### src/rtl/spi_pkg.sv
// Shared definitions for the SPI register bank: FSM state encoding and
// frame geometry helpers.
package spi_pkg;

  typedef enum logic [1:0] {
    IDLE = 2'd0,
    HDR  = 2'd1,
    DATA = 2'd2,
    ERR  = 2'd3
  } spi_state_e;

  // Total frame length: RW bit, address field, data field.
  function automatic int frame_w(input int aw, input int dw);
    return 1 + aw + dw;
  endfunction

  // Bit counter width, able to hold 0..FRAME_W.
  function automatic int cnt_w(input int aw, input int dw);
    return $clog2(frame_w(aw, dw) + 1);
  endfunction

endpackage

### src/rtl/sync_edge_det.sv
// Two-flop synchronizer followed by one history flop; edges are derived
// from the s2/s3 pair so every consumer sees the same clean event.
module sync_edge_det #(
  parameter logic RST_VAL = 1'b0
) (
  input  logic clk,
  input  logic rst,
  input  logic d_i,
  output logic lvl_o,
  output logic rise_o,
  output logic fall_o
);

  logic s1_q, s2_q, s3_q;

  // Synchronizer chain plus edge-history flop.
  always_ff @(posedge clk) begin
    if (rst) begin
      s1_q <= RST_VAL;
      s2_q <= RST_VAL;
      s3_q <= RST_VAL;
    end else begin
      s1_q <= d_i;
      s2_q <= s1_q;
      s3_q <= s2_q;
    end
  end

  assign lvl_o  = s2_q;
  assign rise_o = s2_q & ~s3_q;
  assign fall_o = ~s2_q & s3_q;

endmodule

### src/rtl/spi_reg_bank.sv
// SPI mode-0 slave register bank. Frames are RW, address, data (MSB first),
// all sampled in the clk domain through synchronizers. Writes commit when
// nCS rises after an exact-length frame; reads shift the addressed register
// out on CIPO during the data phase.
module spi_reg_bank
  import spi_pkg::*;
#(
  parameter int NUM_REGS = 5,
  parameter int ADDR_W   = 7,
  parameter int DATA_W   = 8,
  parameter logic [NUM_REGS*DATA_W-1:0] RESET_VAL = '0
) (
  input  logic                         clk,
  input  logic                         rst,
  input  logic                         nCS,
  input  logic                         SCLK,
  input  logic                         COPI,
  output logic                         CIPO,
  output logic                         cipo_oe,
  output logic [NUM_REGS*DATA_W-1:0]   regs_o,
  output logic                         wr_stb,
  output logic [ADDR_W-1:0]            wr_addr,
  output logic [7:0]                   err_cnt
);

  localparam int FRAME_W = frame_w(ADDR_W, DATA_W);
  localparam int CNT_W   = cnt_w(ADDR_W, DATA_W);

  logic ncs_lvl, ncs_rise, ncs_fall;
  logic sclk_lvl, sclk_rise, sclk_fall;
  logic copi_lvl, copi_rise, copi_fall;
  logic unused_edges;

  sync_edge_det #(.RST_VAL(1'b1)) u_sync_ncs (
    .clk(clk), .rst(rst), .d_i(nCS),
    .lvl_o(ncs_lvl), .rise_o(ncs_rise), .fall_o(ncs_fall)
  );
  sync_edge_det #(.RST_VAL(1'b0)) u_sync_sclk (
    .clk(clk), .rst(rst), .d_i(SCLK),
    .lvl_o(sclk_lvl), .rise_o(sclk_rise), .fall_o(sclk_fall)
  );
  sync_edge_det #(.RST_VAL(1'b0)) u_sync_copi (
    .clk(clk), .rst(rst), .d_i(COPI),
    .lvl_o(copi_lvl), .rise_o(copi_rise), .fall_o(copi_fall)
  );

  assign unused_edges = ^{sclk_lvl, copi_rise, copi_fall};

  spi_state_e                 state_q;
  logic [CNT_W-1:0]           cnt_q;
  logic [FRAME_W-1:0]         sh_q;      // frame bit k lands at FRAME_W-1-k
  logic [FRAME_W-1:0]         sh_ins;
  logic [DATA_W-1:0]          tx_q;
  logic                       oe_q;
  logic                       ld_pend_q;
  logic                       armed_q;
  logic [1:0]                 settle_q;
  logic [NUM_REGS*DATA_W-1:0] regs_q;
  logic                       wr_stb_q;
  logic [ADDR_W-1:0]          wr_addr_q;
  logic [7:0]                 err_q;

  logic                       fr_rw;
  logic [ADDR_W-1:0]          fr_addr;
  logic [DATA_W-1:0]          fr_data;
  logic                       full;
  logic                       addr_ok;
  logic                       sample;
  logic                       do_commit;
  logic                       bad_frame;
  logic [DATA_W-1:0]          rd_word;

  assign fr_rw     = sh_q[FRAME_W-1];
  assign fr_addr   = sh_q[DATA_W +: ADDR_W];
  assign fr_data   = sh_q[DATA_W-1:0];
  assign full      = (int'(cnt_q) == FRAME_W);
  assign addr_ok   = (int'(fr_addr) < NUM_REGS);
  assign sample    = sclk_rise & ~ncs_lvl;
  assign do_commit = ncs_rise && (state_q == DATA) && full && fr_rw && addr_ok;
  assign bad_frame = ncs_rise && ((state_q == HDR) || (state_q == ERR) ||
                                  ((state_q == DATA) && !full));

  // Place the synchronized COPI bit at the slot selected by the bit counter.
  always_comb begin
    sh_ins = sh_q;
    for (int i = 0; i < FRAME_W; i++)
      if (int'(cnt_q) == i) sh_ins[FRAME_W-1-i] = copi_lvl;
  end

  // Read mux; unimplemented addresses read as zero.
  always_comb begin
    rd_word = '0;
    for (int i = 0; i < NUM_REGS; i++)
      if (int'(fr_addr) == i) rd_word = regs_q[i*DATA_W +: DATA_W];
  end

  // Frame FSM: header/data capture, read shifter, and post-reset arming so a
  // frame already in flight at reset release is never picked up mid-way.
  always_ff @(posedge clk) begin
    if (rst) begin
      state_q   <= IDLE;
      cnt_q     <= '0;
      sh_q      <= '0;
      tx_q      <= '0;
      oe_q      <= 1'b0;
      ld_pend_q <= 1'b0;
      armed_q   <= 1'b0;
      settle_q  <= 2'd0;
    end else begin
      if (settle_q != 2'd3) settle_q <= settle_q + 2'd1;
      if (settle_q == 2'd3 && ncs_lvl) armed_q <= 1'b1;
      ld_pend_q <= 1'b0;
      if (ncs_rise) begin
        state_q <= IDLE;
        tx_q    <= '0;
        oe_q    <= 1'b0;
      end else begin
        case (state_q)
          IDLE: begin
            if (ncs_fall && armed_q) begin
              state_q <= HDR;
              cnt_q   <= '0;
              sh_q    <= '0;
            end
          end
          HDR: begin
            if (sample) begin
              sh_q  <= sh_ins;
              cnt_q <= cnt_q + CNT_W'(1);
              if (int'(cnt_q) == ADDR_W) begin
                state_q   <= DATA;
                ld_pend_q <= 1'b1;
              end
            end
          end
          DATA: begin
            if (ld_pend_q && !fr_rw) begin
              tx_q <= rd_word;
              oe_q <= 1'b1;
            end else if (sclk_fall && oe_q && int'(cnt_q) > ADDR_W + 1) begin
              // The falling edge after the header's last bit is skipped so
              // the master samples the MSB on the first data rise.
              if (full) begin
                tx_q <= '0;
                oe_q <= 1'b0;
              end else begin
                tx_q <= tx_q << 1;
              end
            end
            if (sample) begin
              if (full) begin
                state_q <= ERR;
                tx_q    <= '0;
                oe_q    <= 1'b0;
              end else begin
                sh_q  <= sh_ins;
                cnt_q <= cnt_q + CNT_W'(1);
              end
            end
          end
          default: ;  // ERR: absorb bits until nCS rises
        endcase
      end
    end
  end

  // Register file, commit strobe and saturating error counter.
  always_ff @(posedge clk) begin
    if (rst) begin
      regs_q    <= RESET_VAL;
      wr_stb_q  <= 1'b0;
      wr_addr_q <= '0;
      err_q     <= '0;
    end else begin
      wr_stb_q <= do_commit;
      if (do_commit) begin
        wr_addr_q <= fr_addr;
        for (int i = 0; i < NUM_REGS; i++)
          if (int'(fr_addr) == i) regs_q[i*DATA_W +: DATA_W] <= fr_data;
      end
      if (bad_frame && err_q != 8'hFF) err_q <= err_q + 8'd1;
    end
  end

  assign CIPO    = tx_q[DATA_W-1];
  assign cipo_oe = oe_q;
  assign regs_o  = regs_q;
  assign wr_stb  = wr_stb_q;
  assign wr_addr = wr_addr_q;
  assign err_cnt = err_q;

endmodule

### config.mk
export PLATFORM = sky130hd
export DESIGN_NAME = spi_reg_bank
export DESIGN_NICKNAME = d
export VERILOG_FILES = /design/src/rtl/spi_pkg.sv /design/src/rtl/sync_edge_det.sv /design/src/rtl/spi_reg_bank.sv
export SDC_FILE = /design/constraint.sdc
export NUM_CORES = 1
export LEC_CHECK = 0
export ABC_CLOCK_PERIOD_IN_PS = 1800
export BUFFER_PORTS_ARGS = -buffer_cell sky130_fd_sc_hd__buf_2
export CAP_MARGIN = 20
export CORE_ASPECT_RATIO = 1.2
export CORE_MARGIN = 3
export CORE_UTILIZATION = 50
export CTS_BUF_LIST = sky130_fd_sc_hd__clkbuf_4 sky130_fd_sc_hd__clkbuf_8
export DETAILED_ROUTE_END_ITERATION = 10
export GPL_TIMING_DRIVEN = 0
export PLACE_DENSITY_LB_ADDON = 0.08
export SYNTH_ARGS = -nofsm -noshare
export SYNTH_HDL_FRONTEND = slang
export SYNTH_HIERARCHICAL = 1
export SYNTH_SLANG_ARGS = --single-unit
### constraint.sdc
create_clock -name clk -period 1.8 [get_ports clk]
set_input_delay 0.18 -clock clk [delete_from_list [all_inputs] [get_ports clk]]
set_output_delay 0.18 -clock clk [all_outputs]
set_load 0.1 [all_outputs]
==> flow_metrics.env, run 1 <==
export IMPL_critPathLaunchType="flip-flop"
export IMPL_crit_family="simple AND/OR/NAND/NOR gates"
export IMPL_internal_power_mw=3.08
export IMPL_vias_per_cell=5.90
export IMPL_antenna_found_initial=0
export IMPL_grt_start_max_net_pins=16
export IMPL_rsz0062_at_grt="yes"
export IMPL_dr_max_layer_used="met4"
export IMPL_p_per_area_nw_per_um2=683
export IMPL_final_cell_mix="dfxtp_1, buf_2, nand2_1"
export IMPL_final_net_count=652
export IMPL_slowest_delay_ns=0.58
export IMPL_hpwl_um=9090
export IMPL_power_clock_fraction_pct=33.9
export IMPL_cts_made_buffers=9
export IMPL_insertion_delay_ns=0.38
export IMPL_syn_area_um2=4660
export IMPL_cts_sinks=100
export IMPL_irDropWorstVdd_v=0.000490
export IMPL_die_area_um2=10500
export IMPL_p_leak_nw=2.49
export IMPL_dieWidth_um=94.2
export IMPL_route_met3_wl_um=783
export IMPL_grt_pass1_vias=3934
export IMPL_final_max_slew_violation_count=0
export IMPL_cts_buffer_depth=2
export IMPL_ys_warn_count=6
export IMPL_wire_per_inst_um=18.3
export IMPL_switching_share_pct=26.5
export IMPL_slew_headroom_pct=54.2
export IMPL_cts_root_buf="clkbuf_8"
export IMPL_track_usage_pct=25.1
export IMPL_avgSynthCellArea_um2=8.59
export IMPL_drtIter0Drc=349
export IMPL_drive_above_1_share_pct=39.6
export IMPL_worstSetupPathType="reg -> reg"
export IMPL_drc=0
export IMPL_grt_ovfl_total=0
export IMPL_power_switching_mw=1.11
export IMPL_fp_coreArea_um2=8840
export IMPL_dr_wl_met2_um=6970
export IMPL_die_y_um=112
export IMPL_rows=37
export IMPL_ant_nets=0
export IMPL_gp_congestion=0.868
export IMPL_fin_skew_ns=0.0191
export IMPL_diodes=0
export IMPL_io_pin_count=63
export IMPL_place_port_buffers=62
export IMPL_via_count=4452
export IMPL_hold_path_class="in -> reg"
export IMPL_violations="setup timing"
export IMPL_min_period_ns=1.88
export IMPL_path_cells="or4_4, buf_6, nor3_4, buf_6, nand2_4, nand2_1, a21oi_2"
export IMPL_cp_end_kind="flip-flop"
export IMPL_crit_arrival_ns=2.13
export IMPL_path_max_fanout=8
export IMPL_syn_nets=561
export IMPL_status="finished, violations left"
export IMPL_required_ns=2.05
export IMPL_area_delta_synth_final_pct=31.6
export IMPL_grt_pass1_wl_um=20800
export IMPL_setup_viol=42
export IMPL_wl_met1_um=5600
export IMPL_crit_top_cell="buf_6"
export IMPL_fmax_mhz=532
export IMPL_initial_core_util_pct=52.7
export IMPL_cts_tree="built"
export IMPL_final_common_cell="dfxtp_1"
export IMPL_critPathBufInv=2
export IMPL_synthCells=543
export IMPL_seqPwrFrac_pct=53.9
export IMPL_cts_clk_slew_worst_paths_ns=0.09
export IMPL_cts_max_level=3
export IMPL_dp_slack_ns=-0.318
export IMPL_finalSetupTns_ns=-1.72
export IMPL_slowest_stage="or4_4"
export IMPL_finalHoldViolCount=0
export IMPL_drv_cap=0
export IMPL_dr_pass1_iters=5
export IMPL_min_period_over_period_pct=104
export IMPL_combPwrFrac_pct=12.2
export IMPL_setup_ws_ns=-0.0782
export IMPL_worst_slew_pin_transition_ns=0.687
export IMPL_wl_um=13800
[state kept, by name (all words and copies together), names as in the netlist]
signal,cells
u_sync_sclk/s3_q,1
u_sync_ncs/s1_q,1
armed_q,1
err_cnt,8
regs_o,40
u_sync_sclk/s1_q,1
state_q,2
sh_q,16
ld_pend_q,1
u_sync_ncs/lvl_o,1
u_sync_copi/s1_q,1
wr_stb,1
wr_addr,7
settle_q,2
u_sync_ncs/s3_q,1
u_sync_sclk/lvl_o,1
cipo_oe,1
cnt_q,5
tx_q,8
u_sync_copi/lvl_o,1
[power by group through the flow]
stage | Clock [mW] | Sequential (mW) | Combinational, mW
after floorplan | 0 | 2.31 | 0.263
after global placement | 0 | 2.31 | 0.360
after detailed placement | 0 | 2.31 | 0.368
after CTS | 1.43 | 2.26 | 0.414
after global routing | 1.53 | 2.26 | 0.554
final | 1.42 | 2.26 | 0.511
[area by class of cell]
type                       instances  area, µm²
buffer                            27        181
tap                              117        146
clock inverter                     4       51.3
inverter                          19       76.3
multi-input combinational        392       2990
sequential                       100       2030
fill                             701       2700
timing repair buffer              85        524
clock buffer                      10        131
[final timing paths]
path,start,to,slack [ns],cells after the start
worst max-delay path,sh_q[14],regs_o[35],-0.08,7
worst min-delay path,COPI,u_sync_copi/s1_q,0.03,2
worst max register to register,sh_q[14],regs_o[35],-0.08,7
worst min register to register,u_sync_ncs/s1_q,u_sync_ncs/lvl_o,0.41,1
[timing repair]
| item | 4_1_cts | 5_1_grt |
|---|---|---|
| cloned | 0 | 1 |
| endpoints found under the hold margin | 1 | 0 |
| buffers inserted | 11 | 10 |
| gates resized for setup | 63 | 138 |
| endpoints found under the setup margin | 87 | 84 |
| pin swaps | 16 | 43 |
| hold buffers | 1 | 0 |
[per-layer routing]
layer,vias to the layer above,track usage [%]
met2,158,42.6
met5,-,0
met1,2169,31.9
met3,28,4.80
met4,0,7.61
li1,2097,-
[metrics by stage]
stage                     utilization, %  cell area, µm²  instances  hold slack (ns)  power [mW]
after global placement              58.2            5140        722            0.358        2.67
after global routing                69.4            6140        754           0.0214        4.34
after CTS                           63.4            5600        746           0.0153        4.10
after detailed placement            58.2            5140        722            0.362        2.68
final                               69.4            6140        754           0.0258        4.19
after floorplan                        -            4690        543            0.252        2.57
[worst register-to-register path, stage by stage (launching register included)]
cell and delay, ns:
dfxtp_2 0.32, or4_4 0.58, buf_6 0.15, nor3_4 0.23
buf_6 0.18, nand2_4 0.09, nand2_1 0.15, a21oi_2 0.07
Note: power is estimated with default switching activity, not from simulation.
==> inputs of run 2 (changes only) <==
Settings changed: CORE_UTILIZATION 50 to 42.
==> run 2 against run 1 <==
Against the previous run:
- clock skew down 0.0090 ns
- via count down 2.7%
- global-route usage down 2.8 points
- the flow still finishes with violations (setup timing)
- clock-buffer cell count up 1
- utilization down 11 points
- sequential share of layout area down 0.27 points
- sequential cell count unchanged
==> flow_metrics.env, run 2 (synthesis results as in run 1) <==
export IMPL_via_count=4334
export IMPL_status="finished, violations left"
export IMPL_fp_coreArea_um2=10700
export IMPL_min_path_cells=2
export IMPL_fin_skew_ns=0.0101
export IMPL_cts_buffer_depth=2
export IMPL_critPathLaunchType="flip-flop"
export IMPL_min_period_ns=1.88
export IMPL_grt_pass1_wl_um=21100
export IMPL_required_ns=2.08
export IMPL_ant_nets=0
export IMPL_fmax_mhz=531
export IMPL_drtIter0Drc=169
export IMPL_insertion_delay_ns=0.39
export IMPL_vias_per_cell=5.55
export IMPL_antenna_found_initial=0
export IMPL_drive_above_1_share_pct=34.4
export IMPL_rows=41
export IMPL_final_cell_mix="dfxtp_1, nand2_1, buf_2"
export IMPL_final_common_cell="dfxtp_1"
export IMPL_wl_um=14000
export IMPL_io_pin_count=63
export IMPL_die_y_um=121
export IMPL_cts_root_buf="clkbuf_8"
export IMPL_setup_viol=36
export IMPL_dieWidth_um=102
export IMPL_nFillCells=961
export IMPL_cp_end_kind="flip-flop"
export IMPL_finalHoldViolCount=0
export IMPL_rsz0062_at_grt="yes"
export IMPL_dr_pass1_iters=5
export IMPL_final_util_pct=58.1
export IMPL_grt_pass1_vias=3929
export IMPL_setup_ws_ns=-0.0849
export IMPL_p_per_area_nw_per_um2=705
export IMPL_place_port_buffers=62
export IMPL_drv_cap=0
export IMPL_violations="setup timing"
export IMPL_slew_headroom_pct=54.4
export IMPL_gp_congestion=0.834
export IMPL_multi_input_area_um2=2890
export IMPL_worstSetupPathType="reg -> reg"
export IMPL_die_area_um2=12400
export IMPL_cts_max_level=3
export IMPL_wire_per_inst_um=18.0
export IMPL_initial_core_util_pct=43.7
export IMPL_hold_path_class="in -> reg"
export IMPL_min_period_over_period_pct=105
export IMPL_cts_sinks=100
export IMPL_ff_latch_area_um2=2040
export IMPL_path_max_fanout=7
export IMPL_p_leak_nw=2.52
export IMPL_grt_start_max_net_pins=17
export IMPL_area_delta_synth_final_pct=32.9
export IMPL_grt_ovfl_total=0
export IMPL_cts_made_buffers=9
export IMPL_track_usage_pct=22.3
export IMPL_diodes=0
export IMPL_cts_clk_slew_worst_paths_ns=0.10
export IMPL_drc=0
export IMPL_irDropWorstVdd_v=0.000361
export IMPL_worst_slew_pin_transition_ns=0.685
export IMPL_largest_register_ffs=40
export IMPL_cts_tree="built"
export IMPL_final_max_slew_violation_count=0
export IMPL_r2r_cells=9
export IMPL_hpwl_um=9490
export IMPL_final_net_count=665
export IMPL_crit_arrival_ns=2.17
export IMPL_power_mw=4.37
## run 2: cell types whose count changed in the layout (fill, tap and decap cells not counted), moves of 3 or more
cell / delta
nand2_1: +25
buf_4: +9
and2_1: +5
a21oi_2: -17
nand2_2: -22
clkbuf_2: -3
clkbuf_8: +3
and2_4: -5
clkbuf_1: +3
clkbuf_4: -3
a21oi_1: +17
## run 2: critical path, cell delays in order, from the launching register on
cell and delay [ns]:
dfxtp_4 0.38, inv_4 0.06, ha_4 0.15, nand4bb_4 0.18, buf_12 0.18, or2_4 0.23, nand4_1 0.12, buf_6 0.15
nor2_2 0.04, a221o_1 0.31
## run 2: per-layer routing
metal	GRT usage, %	up-vias	wire length, µm
met2	36.9	113	7080
met3	4.54	27	668
met5	0	-	0
met4	7.79	0	359
li1	-	2132	-
met1	28.6	2062	5930
## run 2: cell type report
| cell class | instances | share of cell area, % |
|---|---|---|
| Tap cell | 129 | 2.61 |
| Multi-Input combinational cell | 392 | 46.6 |
| Sequential cell | 100 | 32.9 |
| Clock buffer | 11 | 2.44 |
| Buffer | 28 | 2.97 |
| Timing Repair Buffer | 97 | 10.3 |
| Clock inverter | 5 | 0.949 |
| Inverter | 19 | 1.27 |
## run 2: metrics by stage
stage                     hold WS, ns  setup slack (ns)  cells  instance area (µm²)  TNS [ns]
after floorplan                 0.252           -0.0223    543                 4690    -0.179
after global placement          0.361            -0.335    734                 5160    -20.88
after detailed placement        0.367            -0.413    734                 5160    -25.39
after CTS                     0.00213           -0.0356    764                 5650    -0.166
after global routing          0.00768            -0.162    781                 6200     -7.14
final                         0.00745           -0.0849    781                 6200     -1.45
## run 2: report_power, final
group | internal [mW] | switching (mW)
combinational | 0.225 | 0.329
sequential | 2.24 | 0.0224
clock | 0.721 | 0.832
## run 2: final timing paths
check / start / end / slack [ns]
worst max-delay path: cnt_q[0] / tx_q[5] / -0.08
worst max register to register: cnt_q[0] / tx_q[5] / -0.08
worst min register to register: u_sync_ncs/s1_q / u_sync_ncs/lvl_o / 0.43
worst min-delay path: COPI / u_sync_copi/s1_q / 0.007
## run 2: what timing repair did
action                                  CTS  global route
hold buffers                              2             0
endpoints found under the hold margin     2             0
pin swaps                                 8            53
cloned                                    2             1
endpoints found under the setup margin   86            87
buffers inserted                         11            20
resized for setup                        58           100
==> inputs of run 3 (changes only) <==
Settings changed: REMOVE_ABC_BUFFERS from default to 1.
==> run 3 against run 2 <==
Against the previous run:
- the run still ends with setup timing left
- non-clock buffer count decreased by 37
- power increased by 0.62%
- via count decreased by 2.0%
- setup slack improved by 0.010 ns
- first-iteration DRC count is 17% higher
- design area fell by 6.1%
- highest routed layer unchanged
- clock skew fell by 0.00065 ns
- fmax grew 0.54%
- sequential power about the same
- final cell count decreased by 4.5%
- combinational power down 5.2%
- register-to-register slack about the same
==> flow_metrics.env, run 3 (synthesis results as in run 1) <==
export IMPL_status="finished, violations left"
export IMPL_violations="setup timing"
export IMPL_drtIter0Drc=197
export IMPL_worst_slew_pin_transition_ns=0.986
export IMPL_io_pin_count=63
export IMPL_slowest_stage="or4_4"
export IMPL_die_area_um2=12400
export IMPL_setup_viol=29
export IMPL_cts_max_level=3
export IMPL_hold_path_class="in -> reg"
export IMPL_place_port_buffers=62
export IMPL_setup_ws_ns=-0.0747
export IMPL_diodes=0
export IMPL_reg2reg_from="sh_q[12]"
export IMPL_critPathLaunchType="flip-flop"
export IMPL_antenna_found_initial=0
export IMPL_dr_pass1_iters=4
export IMPL_fp_coreArea_um2=10700
export IMPL_grt_pass1_wl_um=19900
export IMPL_min_period_over_period_pct=104
export IMPL_rows=41
export IMPL_wl_um=13000
export IMPL_cts_buffer_depth=2
export IMPL_cp_end_kind="flip-flop"
export IMPL_grt_start_max_net_pins=91
export IMPL_grt_pass1_vias=3888
export IMPL_fmax_mhz=533
export IMPL_largest_register_ffs=40
export IMPL_crit_path_start="sh_q[12]"
export IMPL_hold_path_startpoint="rst"
export IMPL_path_max_fanout=5
export IMPL_cts_tree="built"
export IMPL_drive_above_1_share_pct=28.4
export IMPL_vias_per_cell=5.69
export IMPL_hpwl_um=8140
export IMPL_via_count=4247
export IMPL_final_common_cell="dfxtp_1"
export IMPL_stdcell_area_um2=5820
export IMPL_dieWidth_um=102
export IMPL_finalHoldViolCount=0
export IMPL_required_ns=2.08
export IMPL_die_y_um=121
export IMPL_p_leak_nw=2.29
export IMPL_crit_family="simple AND/OR/NAND/NOR gates"
export IMPL_drc=0
export IMPL_slowest_delay_ns=0.58
export IMPL_initial_core_util_pct=43.7
export IMPL_placed_area_um2=5000
export IMPL_cts_clk_slew_worst_paths_ns=0.10
export IMPL_power_mw=4.39
export IMPL_irDropWorstVdd_v=0.000341
export IMPL_grt_ovfl_total=0
export IMPL_rsz0062_at_grt="yes"
export IMPL_critPathBufInv=1
export IMPL_drv_cap=0
export IMPL_p_per_area_nw_per_um2=755
export IMPL_track_usage_pct=20.5
export IMPL_cts_root_buf="clkbuf_8"
export IMPL_fin_skew_ns=0.00945
export IMPL_cts_sinks=100
export IMPL_wire_per_inst_um=17.4
export IMPL_slew_headroom_pct=34.2
export IMPL_worstSetupPathType="reg -> reg"
export IMPL_path_cells="or4_4, buf_6, nor3_4, and2_4, nor2_1, and2_1"
export IMPL_area_delta_synth_final_pct=24.8
export IMPL_final_max_slew_violation_count=0
export IMPL_final_net_count=630
export IMPL_cts_made_buffers=9
export IMPL_insertion_delay_ns=0.38
export IMPL_final_cell_mix="dfxtp_1, nand2_1, buf_2"
export IMPL_gp_congestion=0.790
export IMPL_crit_arrival_ns=2.15
export IMPL_min_period_ns=1.87
export IMPL_ant_nets=0
[run 3: cell count changes in the layout (fill, tap and decap cells not counted), sizes merged]
cell,change
buf,-24
clkinv,+1
o21ai,+1
dlygate4sd3,+1
bufinv,+1
o21a,+1
inv,-1
clkbuf,-15
[run 3: path summary, 6_finish.rpt]
check	endpoint	slack, ns	cells after the start
setup / recovery	wr_addr[6]	-0.07	6
hold / removal	err_cnt[2]	0.36	2
setup reg to reg	wr_addr[6]	-0.07	6
hold reg to reg	u_sync_ncs/lvl_o	0.42	1
[run 3: what timing repair did]
item / CTS / global route
setup buffers: 12 / 11
hold buffers: 3 / 0
setup endpoints to repair: 87 / 79
pin swaps: 21 / 18
resized for setup: 50 / 56
hold endpoints to repair: 3 / 0
gates cloned: 1 / 1
[run 3: power breakdown]
group | switching [mW] | internal (mW)
logic | 0.310 | 0.214
registers | 0.0233 | 2.23
clock network | 0.812 | 0.799
[run 3: metal layers]
layer  GRT usage [%]  share of wire (%)  vias up  wire length, µm
met5               0                  0        -                0
met4            8.78                2.9        0              373
met3            3.80                3.9       24              509
met2            34.0                 49      105             6410
met1            25.6                 44     2057             5670
li1                -                  -     2061                -
[run 3: worst register-to-register path, cell delays in order (launching register included)]
cell and delay (ns):
dfxtp_1 0.33, or4_4 0.58, buf_6 0.15, nor3_4 0.21, and2_4 0.23, nor2_1 0.07
and2_1 0.22
[run 3: final cells by class]
cell class / count / area [µm²]
clock buffers: 10 / 131
clock inverters: 6 / 88.8
fillers: 1012 / 4850
inverters: 19 / 78.8
multi-input cells: 394 / 2780
flip-flops and latches: 100 / 2030
well taps: 129 / 161
repair buffers: 88 / 547
[run 3: metrics by stage]
step / utilization [%] / setup TNS (ns) / setup slack [ns] / std cells / hold WS, ns
after floorplan: - / -14.47 / -0.477 / 511 / 0.249
after global placement: 46.8 / -56.99 / -1.16 / 702 / 0.365
after detailed placement: 46.9 / -55.06 / -1.15 / 702 / 0.371
after CTS: 51.8 / -2.62 / -0.131 / 734 / 0.405
after global routing: 54.5 / -3.73 / -0.137 / 746 / 0.444
final: 54.5 / -0.677 / -0.0747 / 746 / 0.359
